### src/rtl/if_fetch_stage_pkg.sv
// Shared CPU constants and types used by the instruction-fetch stage.
// Holds widths, the NOP encoding, the fetch FSM states and the queue entry layout.
package if_fetch_stage_pkg;

  localparam int ADDR_BITS = 32;
  localparam int DATA_BITS = 32;

  // addi x0, x0, 0
  localparam logic [DATA_BITS-1:0] NOP_INST = 32'h0000_0013;

  typedef enum logic [1:0] {
    FETCH_IDLE = 2'd0,
    FETCH_WAIT = 2'd1,
    FETCH_DROP = 2'd2
  } fetch_state_e;

  typedef struct packed {
    logic [ADDR_BITS-1:0] pc;
    logic [DATA_BITS-1:0] inst;
  } fetch_entry_t;

  function automatic logic [ADDR_BITS-1:0] next_pc(input logic [ADDR_BITS-1:0] pc);
    return pc + 32'd4;
  endfunction

endpackage

### src/rtl/if_fetch_stage_if.sv
// Instruction-memory handshake between the fetch stage (master) and the memory wrapper (slave).
interface if_fetch_stage_if;
  import if_fetch_stage_pkg::*;

  logic                 im_req_o;
  logic [ADDR_BITS-1:0] im_addr_o;
  logic                 im_rvalid_i;
  logic [DATA_BITS-1:0] im_rdata_i;

  modport master (output im_req_o, output im_addr_o, input im_rvalid_i, input im_rdata_i);
  modport slave  (input im_req_o, input im_addr_o, output im_rvalid_i, output im_rdata_i);
endinterface

### src/rtl/if_fetch_queue.sv
// Two-entry FIFO of fetched {pc, inst} pairs between the memory response and IF/ID.
// Push when full and pop when empty are ignored; clear empties it in one cycle.
module if_fetch_queue
  import if_fetch_stage_pkg::*;
(
  input  logic         clk,
  input  logic         rst,
  input  logic         push,
  input  logic         pop,
  input  logic         clear,
  input  fetch_entry_t wr_entry,
  output fetch_entry_t head,
  output logic         full,
  output logic         empty,
  output logic [1:0]   count
);

  fetch_entry_t mem_r [2];
  logic         wr_ptr_r;
  logic         rd_ptr_r;
  logic [1:0]   count_r;
  logic         push_ok_s;
  logic         pop_ok_s;

  assign full      = (count_r == 2'd2);
  assign empty     = (count_r == 2'd0);
  assign count     = count_r;
  assign head      = mem_r[rd_ptr_r];
  assign push_ok_s = push & ~full;
  assign pop_ok_s  = pop & ~empty;

  // Pointer, count and storage update
  always_ff @(posedge clk or posedge rst) begin
    if (rst) begin
      wr_ptr_r <= 1'b0;
      rd_ptr_r <= 1'b0;
      count_r  <= 2'd0;
      mem_r[0] <= '0;
      mem_r[1] <= '0;
    end else if (clear) begin
      wr_ptr_r <= 1'b0;
      rd_ptr_r <= 1'b0;
      count_r  <= 2'd0;
    end else begin
      if (push_ok_s) begin
        mem_r[wr_ptr_r] <= wr_entry;
        wr_ptr_r        <= ~wr_ptr_r;
      end
      if (pop_ok_s) begin
        rd_ptr_r <= ~rd_ptr_r;
      end
      count_r <= count_r + {1'b0, push_ok_s} - {1'b0, pop_ok_s};
    end
  end

endmodule

### src/rtl/if_fetch_stage.sv
// Instruction-fetch stage: single-outstanding memory requests, 2-entry fetch queue, IF/ID register.
// Redirects retarget fetch, clear the queue and let an in-flight response drain as a discard.
module if_fetch_stage
  import if_fetch_stage_pkg::*;
#(
  parameter logic [ADDR_BITS-1:0] RESET_PC = 32'h0000_0000,
  parameter int                   Q_DEPTH  = 2
) (
  input  logic                 clk,
  input  logic                 rst,
  if_fetch_stage_if.master     im,
  input  logic                 redirect_i,
  input  logic [ADDR_BITS-1:0] redirect_pc_i,
  input  logic                 ifid_en_i,
  input  logic                 stall_i,
  input  logic                 flush_i,
  output logic [ADDR_BITS-1:0] pc_o,
  output logic [DATA_BITS-1:0] inst_o
);

  fetch_state_e         state_r;
  logic                 req_r;
  logic [ADDR_BITS-1:0] addr_r;
  logic [ADDR_BITS-1:0] fetch_pc_r;
  logic [ADDR_BITS-1:0] ifid_pc_r;
  logic [DATA_BITS-1:0] ifid_inst_r;
  logic                 push_s;
  logic                 pop_s;
  logic                 room_s;
  logic [2:0]           next_count_s;
  logic                 q_full_s;
  logic                 q_empty_s;
  logic [1:0]           q_count_s;
  fetch_entry_t         q_head_s;
  fetch_entry_t         q_wr_s;

  assign im.im_req_o  = req_r;
  assign im.im_addr_o = addr_r;
  assign pc_o         = ifid_pc_r;
  assign inst_o       = ifid_inst_r;

  assign q_wr_s = '{pc: addr_r, inst: im.im_rdata_i};

  // Queue traffic and the room rule: occupancy after this cycle's push and pop
  always_comb begin
    push_s       = (state_r == FETCH_WAIT) & im.im_rvalid_i & ~redirect_i;
    pop_s        = ifid_en_i & ~stall_i & ~flush_i & ~redirect_i & ~q_empty_s;
    next_count_s = {1'b0, q_count_s} + {2'b00, push_s} - {2'b00, pop_s};
    room_s       = (next_count_s < 3'(Q_DEPTH));
  end

  if_fetch_queue u_queue (
    .clk      (clk),
    .rst      (rst),
    .push     (push_s),
    .pop      (pop_s),
    .clear    (redirect_i),
    .wr_entry (q_wr_s),
    .head     (q_head_s),
    .full     (q_full_s),
    .empty    (q_empty_s),
    .count    (q_count_s)
  );

  // Fetch FSM; in DROP the request is held until the memory completes it
  always_ff @(posedge clk or posedge rst) begin
    if (rst) begin
      state_r    <= FETCH_IDLE;
      req_r      <= 1'b0;
      addr_r     <= RESET_PC;
      fetch_pc_r <= RESET_PC;
    end else begin
      case (state_r)
        FETCH_IDLE: begin
          if (redirect_i) begin
            fetch_pc_r <= redirect_pc_i;
          end else if (room_s) begin
            state_r <= FETCH_WAIT;
            req_r   <= 1'b1;
            addr_r  <= fetch_pc_r;
          end
        end
        FETCH_WAIT: begin
          if (redirect_i) begin
            fetch_pc_r <= redirect_pc_i;
            if (im.im_rvalid_i) begin
              state_r <= FETCH_IDLE;
              req_r   <= 1'b0;
            end else begin
              state_r <= FETCH_DROP;
            end
          end else if (im.im_rvalid_i) begin
            fetch_pc_r <= next_pc(addr_r);
            if (room_s) begin
              addr_r <= next_pc(addr_r);
            end else begin
              state_r <= FETCH_IDLE;
              req_r   <= 1'b0;
            end
          end
        end
        FETCH_DROP: begin
          if (redirect_i) begin
            fetch_pc_r <= redirect_pc_i;
          end
          if (im.im_rvalid_i) begin
            state_r <= FETCH_IDLE;
            req_r   <= 1'b0;
          end
        end
        default: begin
          state_r <= FETCH_IDLE;
          req_r   <= 1'b0;
        end
      endcase
    end
  end

  // IF/ID register: flush or redirect squash to NOP, empty queue inserts a bubble
  always_ff @(posedge clk or posedge rst) begin
    if (rst) begin
      ifid_pc_r   <= 32'h0000_0000;
      ifid_inst_r <= NOP_INST;
    end else if (ifid_en_i) begin
      if (flush_i | redirect_i) begin
        ifid_inst_r <= NOP_INST;
      end else if (!stall_i) begin
        if (!q_empty_s) begin
          ifid_pc_r   <= q_head_s.pc;
          ifid_inst_r <= q_head_s.inst;
        end else begin
          ifid_inst_r <= NOP_INST;
        end
      end
    end
  end

endmodule
### src/flat_wrapper.sv
// flat-port wrapper written by rule: the top's interface ports become plain ports
module if_fetch_stage_flat import if_fetch_stage_pkg::*;
#(
  parameter logic [ADDR_BITS-1:0] RESET_PC = 32'h0000_0000,
  parameter int                   Q_DEPTH  = 2
)
  (clk, rst, redirect_i, redirect_pc_i, ifid_en_i, stall_i, flush_i, pc_o, inst_o, im_im_req_o, im_im_addr_o, im_im_rvalid_i, im_im_rdata_i);
  if_fetch_stage_if im_i ();
  input  logic clk;
  input  logic rst;
  input  logic redirect_i;
  input  logic [ADDR_BITS-1:0] redirect_pc_i;
  input  logic ifid_en_i;
  input  logic stall_i;
  input  logic flush_i;
  output logic [ADDR_BITS-1:0] pc_o;
  output logic [DATA_BITS-1:0] inst_o;
  output wire logic [$bits(im_i.im_req_o)-1:0] im_im_req_o;
  output wire logic [$bits(im_i.im_addr_o)-1:0] im_im_addr_o;
  input wire logic [$bits(im_i.im_rvalid_i)-1:0] im_im_rvalid_i;
  input wire logic [$bits(im_i.im_rdata_i)-1:0] im_im_rdata_i;
  assign im_im_req_o = im_i.im_req_o;
  assign im_im_addr_o = im_i.im_addr_o;
  assign im_i.im_rvalid_i = im_im_rvalid_i;
  assign im_i.im_rdata_i = im_im_rdata_i;
  if_fetch_stage #(.RESET_PC(RESET_PC), .Q_DEPTH(Q_DEPTH)) u_core (.clk(clk), .rst(rst), .im(im_i), .redirect_i(redirect_i), .redirect_pc_i(redirect_pc_i), .ifid_en_i(ifid_en_i), .stall_i(stall_i), .flush_i(flush_i), .pc_o(pc_o), .inst_o(inst_o));
endmodule
### config.mk
export PLATFORM = sky130hd
export DESIGN_NAME = if_fetch_stage_flat
export DESIGN_NICKNAME = d
export VERILOG_FILES = /design/src/rtl/if_fetch_stage_pkg.sv /design/src/rtl/if_fetch_stage_if.sv /design/src/rtl/if_fetch_queue.sv /design/src/rtl/if_fetch_stage.sv /design/src/flat_wrapper.sv
export SDC_FILE = /design/constraint.sdc
export NUM_CORES = 1
export LEC_CHECK = 0
export CAP_MARGIN = 20
export CORE_MARGIN = 5
export CORE_UTILIZATION = 52
export DETAILED_ROUTE_END_ITERATION = 7
export HOLD_SLACK_MARGIN = 0.15
export PLACE_DENSITY = 0.79
export SLEW_MARGIN = 20
export SYNTH_ARGS = -nofsm -noshare
export SYNTH_HDL_FRONTEND = slang
export SYNTH_SLANG_ARGS = --single-unit
export TNS_END_PERCENT = 10
### constraint.sdc
create_clock -name clk -period 10.7 [get_ports clk]
set_clock_uncertainty 0.05 [all_clocks]
set_input_delay 2.14 -clock clk [delete_from_list [all_inputs] [get_ports clk]]
set_output_delay 2.14 -clock clk [all_outputs]
set_load 0.03 [all_outputs]
==> metrics, run 1 <==
final setup vio count 0; post-detailed-placement cell area 13700 um^2; floorplan core area 22700 um^2; clock insertion delay at the later pin of the skew report 530 ps; share of post-route cells with drive strength above 1 16.8%; first-pass GRT wire length 46700 um; required time reported for the critical path endpoint 11110 ps; count of placed standard cells including taps 1409; worst vdd rail ir drop 0.163 mV; Post-Syn Nets 1106; Core Rows 55; final wirelength 28700 um; initial standard-cell utilization of the core 52.9%; number of ports placed on the die boundary 168; height of the die 162 um; Syn. warnings 0; count of clock tree sinks 263; initial antenna violation count 1; # fillers 1752; drt drc 0; sum of negative setup slack 0 ps; footprint of the multi-input gates 4980 um^2; number of CTS-inserted buffers 27; cell count of the worst reg-to-reg path 9; number of buffers added on ports 167; number of detailed-routing iterations run before antenna repair 6; mean area per synthesized cell 11.7 um^2; max_cap viols 0; post-synth design cell area 12000 um^2; shortest clock period the worst path allows after layout 5990 ps; remaining global-route overflow 0; post-route non-filler standard cell count 1459; routability-driven placement congestion ratio 0.813; CP endpoint kind flip-flop; area taken by flip-flops and latches 6590 um^2; period utilization 55.9%; CTS Hold Buffers Added 0; CP max FO 34; Die Outline Area 26200 um^2; detailed-route via count 8698; share of the yosys chip area belonging to registers 54.8%; number of enable flip-flop cells after synthesis 0; arrival time of data at the critical path endpoint 6400 ps; via count of the first global-routing pass 8908; Crit Path Category in2reg; number of inserted diodes 0; die extent in x 162 um; Synth Register Bits 263; CTS root buffer sky130_fd_sc_hd__clkbuf_16; maximum number of pins on one net before global-route repair 150; Clock Tree Buf Depth 3; DRT antenna net count 0; Main synth FF type sky130_fd_sc_hd__dfrtp_1; Power Density 232 nW/um^2; post-route standard cell area excluding fillers 14600 um^2; number of max-slew violations in the final report 0; initial drt markers 704; outcome complete, no violations; fmax 167 MHz; end-of-flow core utilization 64.3%; cell depth of the worst min-delay path 2; Lkg Pwr 0.00616 uW; Critical Path Start Type input port; worst hold margin 428 ps; post-CTS setup-driven buffer insertion count 0; RSZ-0062 raised after global routing false; Area growth, synth to finish 21.7%; DR WL/cell 19.7 um; clock transition at the register clock pins on the worst setup and hold paths after CTS 60 ps; share of flip-flops with an asynchronous set or reset 100%; Post-CTS Resized 0; Netlist cell types 62; Slew Limit Headroom 32.4%; transition time at the pin with the least slew margin 1010 ps; combined global-route utilization of all metal layers 21.6%; Tightest Hold Check Type reg2reg; routed via count divided by cell count 5.96; deepest level of the CTS H-tree 1; CTS tree done; detailed placer's ending HPWL 18000 um; Final Hold Violating Endpoints 0; Post-Syn Instances 1030; number of nets at the end of the flow 1230
==> state kept, by name, indices dropped and copies added, names as in the netlist <==
signal / flops
u_core.fetch_pc_r: 32
u_core.inst_o: 32
u_core.u_queue.count: 2
u_core.im.im_addr_o: 32
u_core.u_queue.wr_ptr_r: 1
u_core.pc_o: 32
u_core.state_r: 2
u_core.u_queue.rd_ptr_r: 1
u_core.u_queue.mem_r: 128
u_core.im.im_req_o: 1
==> cell families (layout without fill, tap and decap cells) <==
family                   count (synthesis)  count (layout)  synth area share [%]
flip-flops                             263             263                  54.8
adder cells (fa/ha/maj)                  5               5                 0.583
multiplexers                           193             193                  17.5
AND/OR/NAND/NOR                        248             248                  10.5
AO/OA/AOI/OAI                          204             204                  10.5
buffers and inverters                   88             232                  4.00
XOR/XNOR                                29              29                  2.11
==> Yosys cell counts (3+ instances only) <==
master	number	area, um^2
sky130_fd_sc_hd__buf_4	3	22.5
sky130_fd_sc_hd__o21ai_0	47	235
sky130_fd_sc_hd__a31oi_1	6	37.5
sky130_fd_sc_hd__or4_1	8	60.1
sky130_fd_sc_hd__nand3_1	26	130
sky130_fd_sc_hd__nor3_1	3	15.0
sky130_fd_sc_hd__a22oi_1	3	22.5
sky130_fd_sc_hd__mux2_1	12	135
sky130_fd_sc_hd__inv_1	5	18.8
sky130_fd_sc_hd__nor4_1	3	18.8
sky130_fd_sc_hd__nand4_2	4	50.1
sky130_fd_sc_hd__nand2_1	82	308
sky130_fd_sc_hd__and3_1	12	75.1
sky130_fd_sc_hd__a21oi_1	66	330
sky130_fd_sc_hd__buf_2	24	120
sky130_fd_sc_hd__xor2_1	22	193
sky130_fd_sc_hd__mux2_2	119	1340
sky130_fd_sc_hd__nand2b_1	3	18.8
sky130_fd_sc_hd__mux2i_1	62	621
sky130_fd_sc_hd__o31ai_1	29	218
sky130_fd_sc_hd__a32oi_1	18	158
sky130_fd_sc_hd__nor2_1	63	236
sky130_fd_sc_hd__a2bb2oi_1	10	87.6
sky130_fd_sc_hd__ha_1	4	50.1
sky130_fd_sc_hd__and2_1	3	18.8
sky130_fd_sc_hd__dfrtp_1	260	6510
sky130_fd_sc_hd__clkbuf_1	37	139
sky130_fd_sc_hd__nor2b_1	7	43.8
sky130_fd_sc_hd__dfstp_2	3	78.8
sky130_fd_sc_hd__a211oi_1	3	22.5
sky130_fd_sc_hd__and4_1	6	52.6
sky130_fd_sc_hd__buf_1	6	22.5
sky130_fd_sc_hd__xnor2_1	7	61.3
sky130_fd_sc_hd__o21ai_1	3	15.0
sky130_fd_sc_hd__nand4_1	13	81.3
sky130_fd_sc_hd__buf_6	7	78.8
sky130_fd_sc_hd__o22ai_1	11	68.8
==> power by group <==
| group | switching (uW) | internal [uW] | leakage, uW |
|---|---|---|---|
| clock network | 380 | 553 | 0.000439 |
| registers | 259 | 1270 | 0.00331 |
| logic | 483 | 447 | 0.00241 |
==> layer usage <==
metal | track usage (%) | wire (um)
met5 | 0 | 13
met4 | 5.69 | 624
met3 | 4.82 | 2330
met2 | 33.9 | 12900
met1 | 30.7 | 12800
==> worst max-delay path, stage by stage <==
cell	delay [ps]
sky130_fd_sc_hd__clkdlybuf4s50_1	400
sky130_fd_sc_hd__buf_4	260
sky130_fd_sc_hd__nand4bb_1	820
sky130_fd_sc_hd__ha_1	580
sky130_fd_sc_hd__nand2b_1	160
sky130_fd_sc_hd__fa_1	380
sky130_fd_sc_hd__xnor2_1	240
sky130_fd_sc_hd__nand4_1	470
sky130_fd_sc_hd__buf_4	410
sky130_fd_sc_hd__or4_1	430
sky130_fd_sc_hd__nand3_1	90
==> area by class of cell <==
| cell class | instances | area share, % |
|---|---|---|
| inverter | 5 | 0.214 |
| clock buffer | 39 | 5.34 |
| clock inverter | 10 | 0.728 |
| timing repair buffer | 178 | 12.1 |
| tap | 285 | 2.44 |
| sequential | 263 | 45.1 |
| multi-input combinational | 679 | 34.1 |
==> through the flow <==
step                setup slack, ps  total power [uW]
floorplan                      1270              2130
global placement               4370              2430
detailed placement             4240              2470
CTS                            4800              3410
global route                   4510              3570
finish                         4710              3390
==> placed cells by master (no fill, tap or decap), types with 13 or more instances in the layout <==
master	netlist	layout
sky130_fd_sc_hd__a21oi_1	66	66
sky130_fd_sc_hd__a32oi_1	18	18
sky130_fd_sc_hd__clkbuf_16	0	27
sky130_fd_sc_hd__clkdlybuf4s50_1	0	167
sky130_fd_sc_hd__dfrtp_1	260	259
sky130_fd_sc_hd__mux2_2	119	119
sky130_fd_sc_hd__mux2i_1	62	62
sky130_fd_sc_hd__nand2_1	82	80
sky130_fd_sc_hd__nand3_1	26	26
sky130_fd_sc_hd__nand4_1	13	13
sky130_fd_sc_hd__nor2_1	63	63
sky130_fd_sc_hd__o21ai_0	47	47
sky130_fd_sc_hd__o31ai_1	29	29
sky130_fd_sc_hd__xor2_1	22	22
==> final timing paths <==
| path | slack, ps | endpoint | start |
|---|---|---|---|
| max | 4710 | u_core.im.im_addr_o[20] | redirect_i |
| min | 430 | u_core.inst_o[12] | u_core.inst_o[12] |
| max reg2reg | 6500 | u_core.im.im_addr_o[20] | u_core.state_r[0] |
| min reg2reg | 430 | u_core.inst_o[12] | u_core.inst_o[12] |
| max in group asynchronous | 7190 | u_core.u_queue.mem_r[75] | rst |
| min in group asynchronous | 2090 | u_core.u_queue.mem_r[97] | rst |
(Power assumes the default switching activity.)
==> run 2: changes to the inputs <==
==> constraint.sdc (replaced) <==
create_clock -name clk -period 5.72 [get_ports clk]
set_clock_uncertainty 0.05 [all_clocks]
set_input_delay 1.144 -clock clk [delete_from_list [all_inputs] [get_ports clk]]
set_output_delay 1.144 -clock clk [all_outputs]
set_load 0.03 [all_outputs]
==> run 2 against run 1 <==
  * Core utilization grew 0.37 points
  * Power grew 88%
  * Non-clock buffer count grew 3
  * Clock-buffer cell count grew 7
  * Via count shrank 0.13%
  * Clock power grew 92%
==> metrics, run 2 (synthesis gave the netlist of run 1 again) <==
Worst path top cell family by delay simple AND/OR/NAND/NOR gates (unchanged); number of flip-flops in the largest register 128 (unchanged); DRT antenna net count 0 (unchanged); number of inserted diodes 0 (unchanged); CP max stage cell sky130_fd_sc_hd__and4_1 (was sky130_fd_sc_hd__nand4bb_1); max_cap viols 0 (unchanged); Critical path origin redirect_i (unchanged); startpoint of the most critical register-to-register path u_core.state_r[1] (was u_core.state_r[0]); number of max-slew violations in the final report 0 (unchanged); detailed placer's ending HPWL 17900 um (was 18000 um); combined global-route utilization of all metal layers 21.8% (was 21.6%); CP max FO 33 (was 34); startpoint of the lowest-slack hold path u_core.inst_o[12] (unchanged); number of nets at the end of the flow 1234 (was 1230); clock insertion delay at the later pin of the skew report 530 ps (about the same); sequential group share of total power 44.8% (was 45.1%); DR WL/cell 19.6 um (was 19.7 um); initial antenna violation count 3 (was 1); R2R Path End u_core.im.im_addr_o[3] (was u_core.im.im_addr_o[20]); outcome complete, no violations (unchanged); Tightest Hold Check Type reg2reg (unchanged); most frequent cells in the layout sky130_fd_sc_hd__dfrtp_1, sky130_fd_sc_hd__clkdlybuf4s50_1, sky130_fd_sc_hd__mux2_2 (unchanged); most frequent standard cell in the layout excluding fill and tap cells sky130_fd_sc_hd__dfrtp_1 (unchanged); post-route non-filler standard cell count 1464 (was 1459); sum of negative setup slack 0 ps (unchanged); floorplan core area 22700 um^2 (unchanged); # fillers 1753 (was 1752); Area growth, synth to finish 22.4% (was 21.7%); worst stage delay on the critical path 910 ps (was 820 ps); clock transition at the register clock pins on the worst setup and hold paths after CTS 60 ps (about the same); cell count of the worst reg-to-reg path 9 (unchanged); Die Outline Area 26200 um^2 (unchanged); Worst path depth 11 (unchanged); combinational share of power 27.2% (was 27.4%); Power Density 435 nW/um^2 (was 232 nW/um^2); Clk network pwr share 28.1% (was 27.5%); CP endpoint kind flip-flop (unchanged); Lkg Pwr 0.00620 uW (was 0.00616 uW); arrival time of data at the critical path endpoint 4730 ps (was 6400 ps); via count of the first global-routing pass 8946 (was 8908); deepest level of the CTS H-tree 1 (unchanged); drt drc 0 (unchanged); CTS Hold Buffers Added 0 (unchanged); routability-driven placement congestion ratio 0.841 (was 0.813); number of CTS-inserted buffers 28 (was 27); FF-to-FF setup slack 2310 ps (was 6500 ps); height of the die 162 um (unchanged); maximum number of pins on one net before global-route repair 165 (was 150); final setup vio count 0 (unchanged); Core Rows 55 (unchanged); CTS root buffer sky130_fd_sc_hd__clkbuf_16 (unchanged); count of placed standard cells including taps 1412 (was 1409); Crit Path Category in2reg (unchanged); post-CTS setup-driven buffer insertion count 0 (unchanged); RSZ-0062 raised after global routing false (unchanged); share of post-route cells with drive strength above 1 17.1% (was 16.8%); initial standard-cell utilization of the core 52.9% (unchanged); switching portion of total power 32.9% (was 33.1%); CTS tree done (unchanged); largest register by flop count u_core.u_queue.mem_r (unchanged); Clock Tree Buf Depth 3 (unchanged); initial drt markers 614 (was 704); number of ports placed on the die boundary 168 (unchanged); Final Hold Violating Endpoints 0 (unchanged); transition time at the pin with the least slew margin 1020 ps (was 1010 ps); Post-CTS Resized 0 (unchanged); cell depth of the worst min-delay path 2 (unchanged); number of buffers added on ports 167 (unchanged); Slew Limit Headroom 32.1% (was 32.4%); count of clock tree sinks 263 (unchanged); period utilization 75.8%; sum of buffers and inverters on the critical path 3 (unchanged); Critical Path, Cell by Cell clkdlybuf4s50_1 -> buf_4 -> nand4bb_1 -> ha_1 -> nand2b_1 -> fa_1 -> xnor2_1 -> and4_1 -> buf_4 -> nor2_1 -> a31oi_1 (was clkdlybuf4s50_1 -> buf_4 -> nand4bb_1 -> ha_1 -> nand2b_1 -> fa_1 -> xnor2_1 -> nand4_1 -> buf_4 -> or4_1 -> nand3_1); Tot Pwr 6390 uW (was 3390 uW); detailed-route via count 8687 (was 8698); number of detailed-routing iterations run before antenna repair 5 (was 6); end point of the critical path u_core.im.im_addr_o[3] (was u_core.im.im_addr_o[20]); shortest clock period the worst path allows after layout 4340 ps; first-pass GRT wire length 47200 um (was 46700 um); worst vdd rail ir drop 0.270 mV (was 0.163 mV); internal power contribution 4290 uW (was 2270 uW); routed via count divided by cell count 5.93 (was 5.96); fmax 231 MHz; most used cell, CP sky130_fd_sc_hd__buf_4 (unchanged); required time reported for the critical path endpoint 6120 ps (was 11110 ps); total net switching power 2100 uW (was 1120 uW); die extent in x 162 um (unchanged); Critical Path Start Type input port (unchanged); remaining global-route overflow 0 (unchanged); final wirelength 28700 um (about the same)
## run 2: power by group through the flow
| stage | registers (uW) | clock network [uW] | logic [uW] |
|---|---|---|---|
| floorplan | 3020 | 0 | 957 |
| global placement | 2850 | 0 | 1690 |
| detailed placement | 2880 | 0 | 1730 |
| CTS | 2860 | 1830 | 1750 |
| global route | 2940 | 1920 | 1890 |
| finish | 2860 | 1790 | 1740 |
## run 2: final cells by class
type | instances | area, um^2 | area share [%]
Sequential cell | 263 | 6590 | 44.8
Inverter | 5 | 22.5 | 0.153
Multi-Input combinational cell | 679 | 4980 | 33.9
Tap cell | 285 | 357 | 2.43
Clock buffer | 46 | 900 | 6.12
Clock inverter | 5 | 31.3 | 0.213
Timing Repair Buffer | 181 | 1820 | 12.4
## run 2: per-layer routing
metal  track usage [%]  up-vias  wire [um]
li1                  -     3982          -
met1              29.9     4318      12500
met2              35.1      317      13200
met3              5.15       64       2190
met4              6.34        6        667
met5                 0        -         41
## run 2: worst min-delay path, stage by stage (launching register included)
cell,delay (ps)
sky130_fd_sc_hd__dfrtp_1,340
sky130_fd_sc_hd__nand2_1,50
sky130_fd_sc_hd__o31ai_1,50
## run 2: worst min path at each step
stage               slack [ps]               endpoint
global route               450      u_core.inst_o[10]
detailed placement         410      u_core.inst_o[18]
CTS                        430      u_core.inst_o[12]
global placement           410  u_core.fetch_pc_r[10]
floorplan                  390  u_core.fetch_pc_r[10]
finish                     420      u_core.inst_o[12]
## run 2: through the flow
step	setup WS (ps)	hold WS (ps)	util, %	area (um^2)
6_report	1380	423	64.7	14700
3_5_place_dp	881	415	60.5	13700
4_1_cts	1430	428	64.6	14700
3_3_place_gp	1020	407	60.5	13700
5_1_grt	1170	453	64.7	14700
2_1_floorplan	1060	395	-	12000
